`config.mk`:
```
export PLATFORM = sky130hd
export DESIGN_NAME = uart_io_fifo
export DESIGN_NICKNAME = d
export VERILOG_FILES = /design/src/rtl/uart_io_fifo.sv
export SDC_FILE = /design/constraint.sdc
export NUM_CORES = 1
export LEC_CHECK = 0
export ABC_AREA = 1
export ABC_CLOCK_PERIOD_IN_PS = 4600
export CAP_MARGIN = 5
export CORE_MARGIN = 2
export CORE_UTILIZATION = 64
export DETAILED_ROUTE_END_ITERATION = 8
export PLACE_DENSITY_LB_ADDON = 0.25
export SKIP_CTS_REPAIR_TIMING = 1
export SYNTH_ARGS = -nofsm -noshare
export SYNTH_HDL_FRONTEND = slang
export SYNTH_SLANG_ARGS = --single-unit
```
`constraint.sdc`:
```
create_clock -name clk -period 4.6 [get_ports clk]
set_input_delay 0.46 -clock clk [delete_from_list [all_inputs] [get_ports clk]]
set_output_delay 0.46 -clock clk [all_outputs]
set_load 0.02 [all_outputs]
```
`src/rtl/uart_io_fifo.sv`:
```
// Buffered byte I/O between the core and uart_tx/uart_rx: TX FIFO drained
// by a small FSM into uart_tx, RX FIFO filled on rx_ready rising edges.
//
// Ports:
//   clk, rst          clock, synchronous active-high reset
//   out_valid/data    core byte offer; out_ready = TX FIFO not full
//   in_req            core pops the RX head; in_valid = RX not empty
//   in_data           RX head zero-extended to IN_W, 0 when empty
//   tx_data/tx_start  byte and one-cycle start pulse to uart_tx
//   tx_busy           uart_tx busy
//   rx_data/ready     uart_rx byte and byte-valid (level or pulse)
//   rx_ferr           uart_rx framing error
//   tx_count/rx_count FIFO occupancies
//   rx_overflow       sticky: RX byte dropped, FIFO full
//   rx_frame_err      sticky: RX byte dropped, framing error
//   status_clr        clears both sticky bits (a same-cycle set wins)
//   loopback          only with UART_IO_FIFO_LOOPBACK_EN defined: in IDLE,
//                     move the TX head straight into the RX FIFO
module uart_io_fifo #(
  parameter int TX_DEPTH = 16,
  parameter int RX_DEPTH = 16,
  parameter int IN_W     = 32
) (
  input  logic                      clk,
  input  logic                      rst,
`ifdef UART_IO_FIFO_LOOPBACK_EN
  input  logic                      loopback,
`endif
  input  logic                      out_valid,
  input  logic [7:0]                out_data,
  output logic                      out_ready,
  input  logic                      in_req,
  output logic                      in_valid,
  output logic [IN_W-1:0]           in_data,
  output logic [7:0]                tx_data,
  output logic                      tx_start,
  input  logic                      tx_busy,
  input  logic [7:0]                rx_data,
  input  logic                      rx_ready,
  input  logic                      rx_ferr,
  output logic [$clog2(TX_DEPTH):0] tx_count,
  output logic [$clog2(RX_DEPTH):0] rx_count,
  output logic                      rx_overflow,
  output logic                      rx_frame_err,
  input  logic                      status_clr
);

  localparam int TAW = $clog2(TX_DEPTH);
  localparam int RAW = $clog2(RX_DEPTH);

  localparam logic [TAW:0] TX_FULL = TX_DEPTH[TAW:0];
  localparam logic [RAW:0] RX_FULL = RX_DEPTH[RAW:0];
  localparam logic [TAW:0] TC_ONE  = {{TAW{1'b0}}, 1'b1};
  localparam logic [RAW:0] RC_ONE  = {{RAW{1'b0}}, 1'b1};
  localparam logic [TAW-1:0] TP_ONE = {{(TAW-1){1'b0}}, 1'b1};
  localparam logic [RAW-1:0] RP_ONE = {{(RAW-1){1'b0}}, 1'b1};

  localparam logic [1:0] S_IDLE  = 2'd0;
  localparam logic [1:0] S_START = 2'd1;
  localparam logic [1:0] S_WBUSY = 2'd2;
  localparam logic [1:0] S_WDONE = 2'd3;

  logic [7:0]     tx_mem [TX_DEPTH];
  logic [TAW-1:0] tx_wp;
  logic [TAW-1:0] tx_rp;
  logic [7:0]     rx_mem [RX_DEPTH];
  logic [RAW-1:0] rx_wp;
  logic [RAW-1:0] rx_rp;
  logic [1:0]     state;
  logic           rx_ready_q;

  logic       lb_sel;
  logic       lb_move;
  logic       tx_empty;
  logic       tx_push;
  logic       tx_pop;
  logic       rx_full;
  logic       rx_edge;
  logic       rx_ev;
  logic       rx_ev_ok;
  logic       rx_push;
  logic       rx_pop;
  logic       ovf_set;
  logic       ferr_set;
  logic [7:0] rx_src;

`ifdef UART_IO_FIFO_LOOPBACK_EN
  assign lb_sel = loopback;
`else
  assign lb_sel = 1'b0;
`endif

  // Full is judged on the registered count only, so a same-cycle
  // FSM pop never makes room for a push.
  assign out_ready = (tx_count != TX_FULL);
  assign tx_empty  = (tx_count == '0);
  assign tx_push   = out_valid && out_ready;

  // In IDLE the head is either handed to uart_tx (needs tx_busy low)
  // or, in loopback, moved into the RX FIFO regardless of tx_busy.
  assign lb_move = (state == S_IDLE) && lb_sel && !tx_empty;
  assign tx_pop  = (state == S_IDLE) && !tx_empty
                && (lb_sel || !tx_busy);

  assign rx_full  = (rx_count == RX_FULL);
  assign in_valid = (rx_count != '0);
  assign in_data  = in_valid ? IN_W'(rx_mem[rx_rp]) : '0;
  assign rx_pop   = in_req && in_valid;

  // A held rx_ready level produces exactly one event.
  assign rx_edge  = rx_ready && !rx_ready_q;
  assign ferr_set = !lb_sel && rx_edge && rx_ferr;
  assign rx_ev    = lb_sel ? lb_move : rx_edge;
  assign rx_ev_ok = rx_ev && !ferr_set;
  assign rx_src   = lb_sel ? tx_mem[tx_rp] : rx_data;
  assign rx_push  = rx_ev_ok && (!rx_full || rx_pop);
  assign ovf_set  = rx_ev_ok && rx_full && !rx_pop;

  assign tx_start = (state == S_START);

  always_ff @(posedge clk) begin
    if (tx_push) begin
      tx_mem[tx_wp] <= out_data;
    end
    if (rx_push) begin
      rx_mem[rx_wp] <= rx_src;
    end
  end

  always_ff @(posedge clk) begin
    if (rst) begin
      tx_wp    <= '0;
      tx_rp    <= '0;
      tx_count <= '0;
    end else begin
      if (tx_push) begin
        tx_wp <= tx_wp + TP_ONE;
      end
      if (tx_pop) begin
        tx_rp <= tx_rp + TP_ONE;
      end
      case ({tx_push, tx_pop})
        2'b10:   tx_count <= tx_count + TC_ONE;
        2'b01:   tx_count <= tx_count - TC_ONE;
        default: tx_count <= tx_count;
      endcase
    end
  end

  always_ff @(posedge clk) begin
    if (rst) begin
      rx_wp      <= '0;
      rx_rp      <= '0;
      rx_count   <= '0;
      rx_ready_q <= 1'b0;
    end else begin
      rx_ready_q <= rx_ready;
      if (rx_push) begin
        rx_wp <= rx_wp + RP_ONE;
      end
      if (rx_pop) begin
        rx_rp <= rx_rp + RP_ONE;
      end
      case ({rx_push, rx_pop})
        2'b10:   rx_count <= rx_count + RC_ONE;
        2'b01:   rx_count <= rx_count - RC_ONE;
        default: rx_count <= rx_count;
      endcase
    end
  end

  always_ff @(posedge clk) begin
    if (rst) begin
      state   <= S_IDLE;
      tx_data <= 8'h00;
    end else begin
      case (state)
        S_IDLE: begin
          if (tx_pop && !lb_sel) begin
            tx_data <= tx_mem[tx_rp];
            state   <= S_START;
          end
        end
        S_START: begin
          state <= S_WBUSY;
        end
        S_WBUSY: begin
          if (tx_busy) begin
            state <= S_WDONE;
          end
        end
        S_WDONE: begin
          if (!tx_busy) begin
            state <= S_IDLE;
          end
        end
        default: state <= S_IDLE;
      endcase
    end
  end

  always_ff @(posedge clk) begin
    if (rst) begin
      rx_overflow  <= 1'b0;
      rx_frame_err <= 1'b0;
    end else begin
      rx_overflow  <= ovf_set  || (rx_overflow  && !status_clr);
      rx_frame_err <= ferr_set || (rx_frame_err && !status_clr);
    end
  end

endmodule

```
== Word-level counts from Yosys, hierarchy flattened ==
Memories as Yosys holds them, arrays and structs flattened. A register that Yosys moved wholly into a read port is not among the register bits.
Cells that the tools add are included.
Widths: inputs -> output; s select.

* Reduce and logical (&&, ||, !) cells: 29
* Mux-type cells: 13
* Equality and inequality tests: 12
* $add $sub $neg: 8

{| class="wikitable"
|+ Operator list
! operator !! number
|-
| $pmux 5 s2 || 2
|-
| $add 4x1->4 const B || 4
|-
| $logic_and 1x1->1 || 12
|-
| $add 5x1->5 const B || 2
|-
| $sub 5x1->5 const B || 2
|-
| $eq 2x2->1 const B || 4
|-
| $mux 4 || 2
|-
| $mux 8 || 1
|-
| $pmux 2 s4 || 1
|-
| $logic_not 1->1 || 7
|-
| $eq 2x1->1 const B || 3
|-
| $mux 2 || 3
|-
| $ne 2x2->1 const B || 3
|-
| $eq 5x5->1 const B || 1
|-
| $logic_not 5->1 || 1
|-
| $ne 5x5->1 const B || 1
|-
| $reduce_bool 5->1 || 1
|-
| $mux 1 || 4
|-
| $reduce_bool 2->1 || 2
|-
| $logic_or 1x1->1 || 3
|-
| $reduce_and 3->1 || 1
|-
| $logic_not 2->1 || 1
|-
| $reduce_and 2->1 || 1
|}

* Memory bits (writable): 256
* Output and inout port bits: 55
* Word-level logic and storage cells: 74
* Register bits after elaboration: 31
* Bits of input ports: 24
* Memories: 2

{| class="wikitable"
|+ Memories
! name !! words !! width !! read ports !! clocked after memory_dff !! write ports !! line !! source
|-
| rx_mem || 16 || 8 || 1 || 1 || 1 || 66 || <nowiki>logic [7:0] rx_mem [RX_DEPTH];</nowiki>
|-
| tx_mem || 16 || 8 || 1 || 1 || 1 || 63 || <nowiki>logic [7:0] tx_mem [TX_DEPTH];</nowiki>
|}

== Logic depth before layout (Yosys ltp) ==
* Depth in word-level cells: 8
* Gate-level depth with buffers: 16
* Mapped depth without buffers: 15

== Least setup slack after synthesis ==
OpenSTA, ideal clock, no wires.

* Path type: register to register
* Start point: reg tx_count[2]
* End point: reg tx_count[4]
* Setup time: 0.134 ns
* Cell stages (with the launch flop): 16
* Required time: 4.466 ns
* Arrival: 2.097 ns
* Setup slack: 2.369 ns
* Path buffers: 1
* Period minus slack after synthesis: 2.231 ns
* Cell sequence: dfxtp_1 > inv_1 > nand4_1 > nand3_2 > inv_2 > buf_6 > ha_1 > xor2_1 > ha_1 > inv_1 > nand2_1 > nand3_1 > nand3b_1 > nand2_1 > nand2_1 > a21oi_1

* Longest elaborated chain between the ends: 6
* Elaborated cells between the ends (all ways): 12
* Classes of those cells: add/sub: 2; eq/ne: 3; mux: 1; reduce/logical: 6

{| class="wikitable"
|+ RTL lines
! what !! line !! source
|-
| start: declaration || 41 || <nowiki>output logic [$clog2(TX_DEPTH):0] tx_count,</nowiki>
|-
| start signal: assignment || 143 || <nowiki>2'b10: tx_count <= tx_count + TC_ONE;</nowiki>
|-
| start signal: assignment || 144 || <nowiki>2'b01: tx_count <= tx_count - TC_ONE;</nowiki>
|-
| start signal: assignment || 145 || <nowiki>default: tx_count <= tx_count;</nowiki>
|-
| $logic_not 5->1 (*) || 96 || <nowiki>assign tx_empty = (tx_count == '0);</nowiki>
|-
| $logic_not 1->1 (*) || 102 || <nowiki>assign tx_pop = (state == S_IDLE) && !tx_empty</nowiki>
|-
| $logic_and 1x1->1 (*) || 102 ||
|-
| $logic_and 1x1->1 (*) || 103 || <nowiki>&& (lb_sel || !tx_busy);</nowiki>
|-
| net tx_pop || 76 || <nowiki>logic tx_pop;</nowiki>
|-
| $eq 2x1->1 / $eq 2x2->1 (equally long branches) || 142 || <nowiki>case ({tx_push, tx_pop})</nowiki>
|-
| $pmux 5 s2 / $reduce_bool 2->1 (equally long branches) || -- ||
|}

The timed path passes the listed nets; every way through them passes the cells marked *.
A chain may end at the register's enable or synchronous reset.

==> results.md <==
Clock network:
- The clock-pin slew reported for the worst setup and hold paths after clock tree synthesis is around 70 ps.
- The number of levels in the clock H-tree is 1.
- In this run, CTS created clock tree buffers numbering 30.
- The clock sink count is roughly 300.
- The maximum buffer depth of the clock tree is 3.
- TritonCTS built the clock tree.
- The clock reaches the later pin of the worst-skew pair after between 500 and 600 ps.
- The cell sitting at the root of the clock tree is a clkbuf_16.

Synthesis:
- By area the synthesized netlist is led by edfxtp_1 59%, nand2_1 11%, nand3_1 7.7%, dfxtp_1 6.6%, inv_1 3.0%.
- Of the total synthesized cell area, the portion taken by XOR and XNOR cells is 0.00667.
- Of the total synthesized cell area, the portion taken by full adders, half adders and majority gates is 0.0225.
- The number of enable-type register cells in the synthesized netlist is approximately 260.
- Synthesis instantiated 37 different standard cells from the library.
- The Yosys step of the flow raised 0 warnings.
- The cell accounting for the most synthesized area is edfxtp_1.
- After synthesis, the most frequently instantiated cells are 390 x nand2_1, 256 x edfxtp_1, 201 x nand3_1.
- Counting flops with an async set or reset pin after synthesis yields a share of 0.
- After synthesis, the largest family of logic cells by area is simple AND/OR/NAND/NOR gates.
- The portion of synthesized area spent on multiplexers is 0.000762.
- The synthesized flop and latch total is around 300.
- The netlist area before placement is between 10000 and 15000 µm².
- Of the synthesized area, sequential elements account for 0.651.
- Of the total synthesized cell area, the portion taken by AND, OR, NAND and NOR gates is 0.225.
- Among all flip-flop cells after synthesis, the most frequent one is edfxtp_1.
- The share of synthesized area in the top cell type comes to 0.585.
- The post-synthesis cell count is about 1300.
- The cell with the most instances after synthesis is nand2_1.
- The per-instance average area after synthesis is between 10 and 15 µm².
- The area fraction in compound gates after synthesis is 0.0226.

Finish:
- The post-layout utilization of the core is 0.727.
- Fill cells in the final layout number 1363.
- The count of antenna diodes in the layout is 0.
- After the last flow step, the layout net total stands at approximately 1400.
- The footprint of the multi-input gates is roughly 3700 µm².
- In the final layout, flip-flops and latches occupy roughly 8600 µm².
- Of the cells placed in the final design, the portion with a size suffix greater than 1 is 0.0569.
- The total non-filler cell area in the finished layout is around 15000 µm².
- The area growth from synthesis to layout is 11.7%.

STA:
- Setup repair after global routing left no endpoint under its margin.
- The minimum clock period after layout is between 3000 and 4000 ps.
- Dividing the final minimum period by the clock period gives 0.752.
- The relative slew slack is 0.230.
- The final count of negative-setup-slack endpoints is 0.
- The final-report max-slew violation count came to 0.
- The hold violation total from the final report was 0.
- Clock skew on the completed layout was measured at between 10 and 15 ps.
- Derived from the worst setup path, the maximum achievable clock frequency is 0.289 GHz.
- At the pin with the least slew margin, the transition time is 1160 ps.
- In the final timing run, aggregate negative setup slack is 0 ps.

Power:
- The highest ir drop seen on vdd is ~0.51 mV.
- Of the total power, the clock network draws 0.300.
- The internal portion of the total power is ~5.4 mW.
- The share of power burned in combinational logic is 0.313.
- Of the total power, the share spent switching nets is 0.349.
- In this run the static leakage power is approximately 5.8 nW.
- The analysis attributes to net switching a power of just under 3 mW.
- Dividing total power by cell area gives a power density of 567 nW/µm².
- The sequential share of power is 0.387.

Global routing:
- The first global-routing pass estimated roughly 46000 µm of wire.
- The largest net degree at the start of global routing is 67.
- The overall global routing resource usage is 0.273.
- The number of antenna violations at the first check in global routing was 0.
- The number of global-route vias before repair came to 8477.
- The sum of overflow across all layers after global routing is 0.

Drt:
- For this block, the routed nets add up to between 20000 and 30000 µm of wire.
- The number of nets with antenna violations after detailed routing is 0.
- After the first detailed-routing iteration, the DRC count stood at about 1100.
- In the routed design, unresolved DRC markers number 0.
- Detailed routing inserted a total of between 9000 and 10000 vias.
- The pre-antenna-repair detailed-routing pass consisted of 7 iterations.
- After detailed routing, the average wire length per cell comes to ~18 µm.
- Using the TritonRoute via totals, the vias-per-cell ratio works out to between 5 and 6.

Place:
- Routability-driven placement finished with a final weighted congestion of around 0.95.
- The placed wire-length estimate is 17800 µm.
- The number of port buffers is 54.
- The placed instances occupy a cell area of roughly 14000 µm².

Setup path:
- The largest single stage delay on the critical path is ~620 ps.
- On the critical path, the stage with the largest delay is an instance of clkdlybuf4s50_1.
- Walking the worst path, the cells encountered are inv_2, buf_4, nand2_1, nand3_1, nand3_1, nand2_1, nand2_1, a21oi_1, clkdlybuf4s50_1.
- By startpoint and endpoint, the worst setup path is classified as reg -> out.
- The number of buffer and inverter stages on the critical path is 3.
- The family with the most delay on the worst path is buffers and inverters.
- The worst-path maximum fanout is 49.
- The nature of the critical path endpoint is a primary output.
- Data on the critical path arrives at its endpoint at about 3000 ps.
- For the worst setup path, the data required time is about 4100 ps.
- STA classifies the critical path startpoint as a flip-flop.
- Counting stages on the worst path, the most repeated cell is nand2_1.

Floorplan:
- The cell row count is 52.
- The overall die width is approximately 150 µm.
- The number of top-level pins is approximately 80.
- The vertical die dimension is around 150 µm.
- The area of the die is between 20000 and 25000 µm².
- The initial standard-cell utilization of the core is 0.651.
- The area of the core is around 20000 µm².

Job:
- Max-cap violations in this run came to 0.

Worst hold path:
- The tightest min-delay check is of the reg -> reg type.

Outcome:
- The flow ran to the end, and the final reports show no timing, DRC or antenna violations.
[per-stage QoR]
stage	setup WS [ps]	std cells	hold slack (ps)	power, mW
after floorplan	2370	1298	447	5.04
after global placement	1760	1550	463	5.77
after detailed placement	1720	1550	458	5.80
after CTS	1160	1605	474	8.28
after global routing	976	1605	501	8.69
final	1140	1605	476	8.32
[registers in the layout, indices dropped and copies added, names as in the netlist, named ones only]
register,count
tx_wp,4
tx_rp,4
rx_wp,4
rx_count,5
rx_frame_err,1
rx_ready_q,1
rx_mem,128
state,2
rx_rp,4
tx_count,5
tx_mem,128
tx_data,8
rx_overflow,1
[worst min-delay path, cell delays in order (launching register included)]
cell and delay (ps):
dfxtp_1 320, nand2_1 60, a21oi_1 50
[kinds of logic (layout without fill, tap and decap cells)]
logic type | count (synthesis) | in the layout
compound gates | 57 | 57
xor+xnor | 10 | 10
fa+ha+maj | 23 | 23
buf+inv | 194 | 231
flops | 299 | 299
mux | 1 | 1
other cells | 1 | 24
simple gates | 690 | 690
[placed cells by master (no fill, tap or decap), types with 3 or more instances in the layout]
master / count
a21oi_1: 33
buf_4: 6
clkbuf_1: 10
clkbuf_16: 35
clkbuf_8: 3
clkdlybuf4s50_1: 54
clkinv_4: 3
conb_1: 24
dfxtp_1: 41
edfxtp_1: 256
ha_1: 22
inv_1: 106
inv_2: 7
nand2_1: 390
nand2_2: 3
nand2_4: 3
nand3_1: 201
nand3_2: 3
nor2_1: 80
o21ai_0: 19
xor2_1: 8
[layer usage]
layer  track usage  vias up  part of all wire
met5             0        -                 0
li1              -     4262                 -
met1         0.409     4266              0.42
met3        0.0615       55              0.11
met2         0.419      490              0.46
met4        0.0553        0             0.014
[final cells by class]
cell class,instances,share of cell area
sequential,299,0.583
multi-input combinational,805,0.254
clock buffer,48,0.0651
inverter,116,0.0299
timing repair buffer,60,0.0399
tap,270,0.0230
clock inverter,7,0.00512
[power by group through the flow]
stage	clock, mW	combinational [mW]	sequential, mW
2_1_floorplan	0	1.74	3.30
3_3_place_gp	0	2.50	3.27
3_5_place_dp	0	2.54	3.27
4_1_cts	2.50	2.57	3.21
5_1_grt	2.61	2.85	3.23
6_report	2.49	2.60	3.22
[worst paths after layout]
check / cells past startpoint / from / to / slack, ps
worst max register to register: 15 / state[0] / tx_count[4] / 2090
worst max-delay path: 9 / flip-flop / in_data[7] / 1140
worst min register to register: 2 / rx_frame_err / rx_frame_err / 480
worst min-delay path: 2 / rx_frame_err / rx_frame_err / 480
Note: power is estimated with default switching activity, not from simulation.
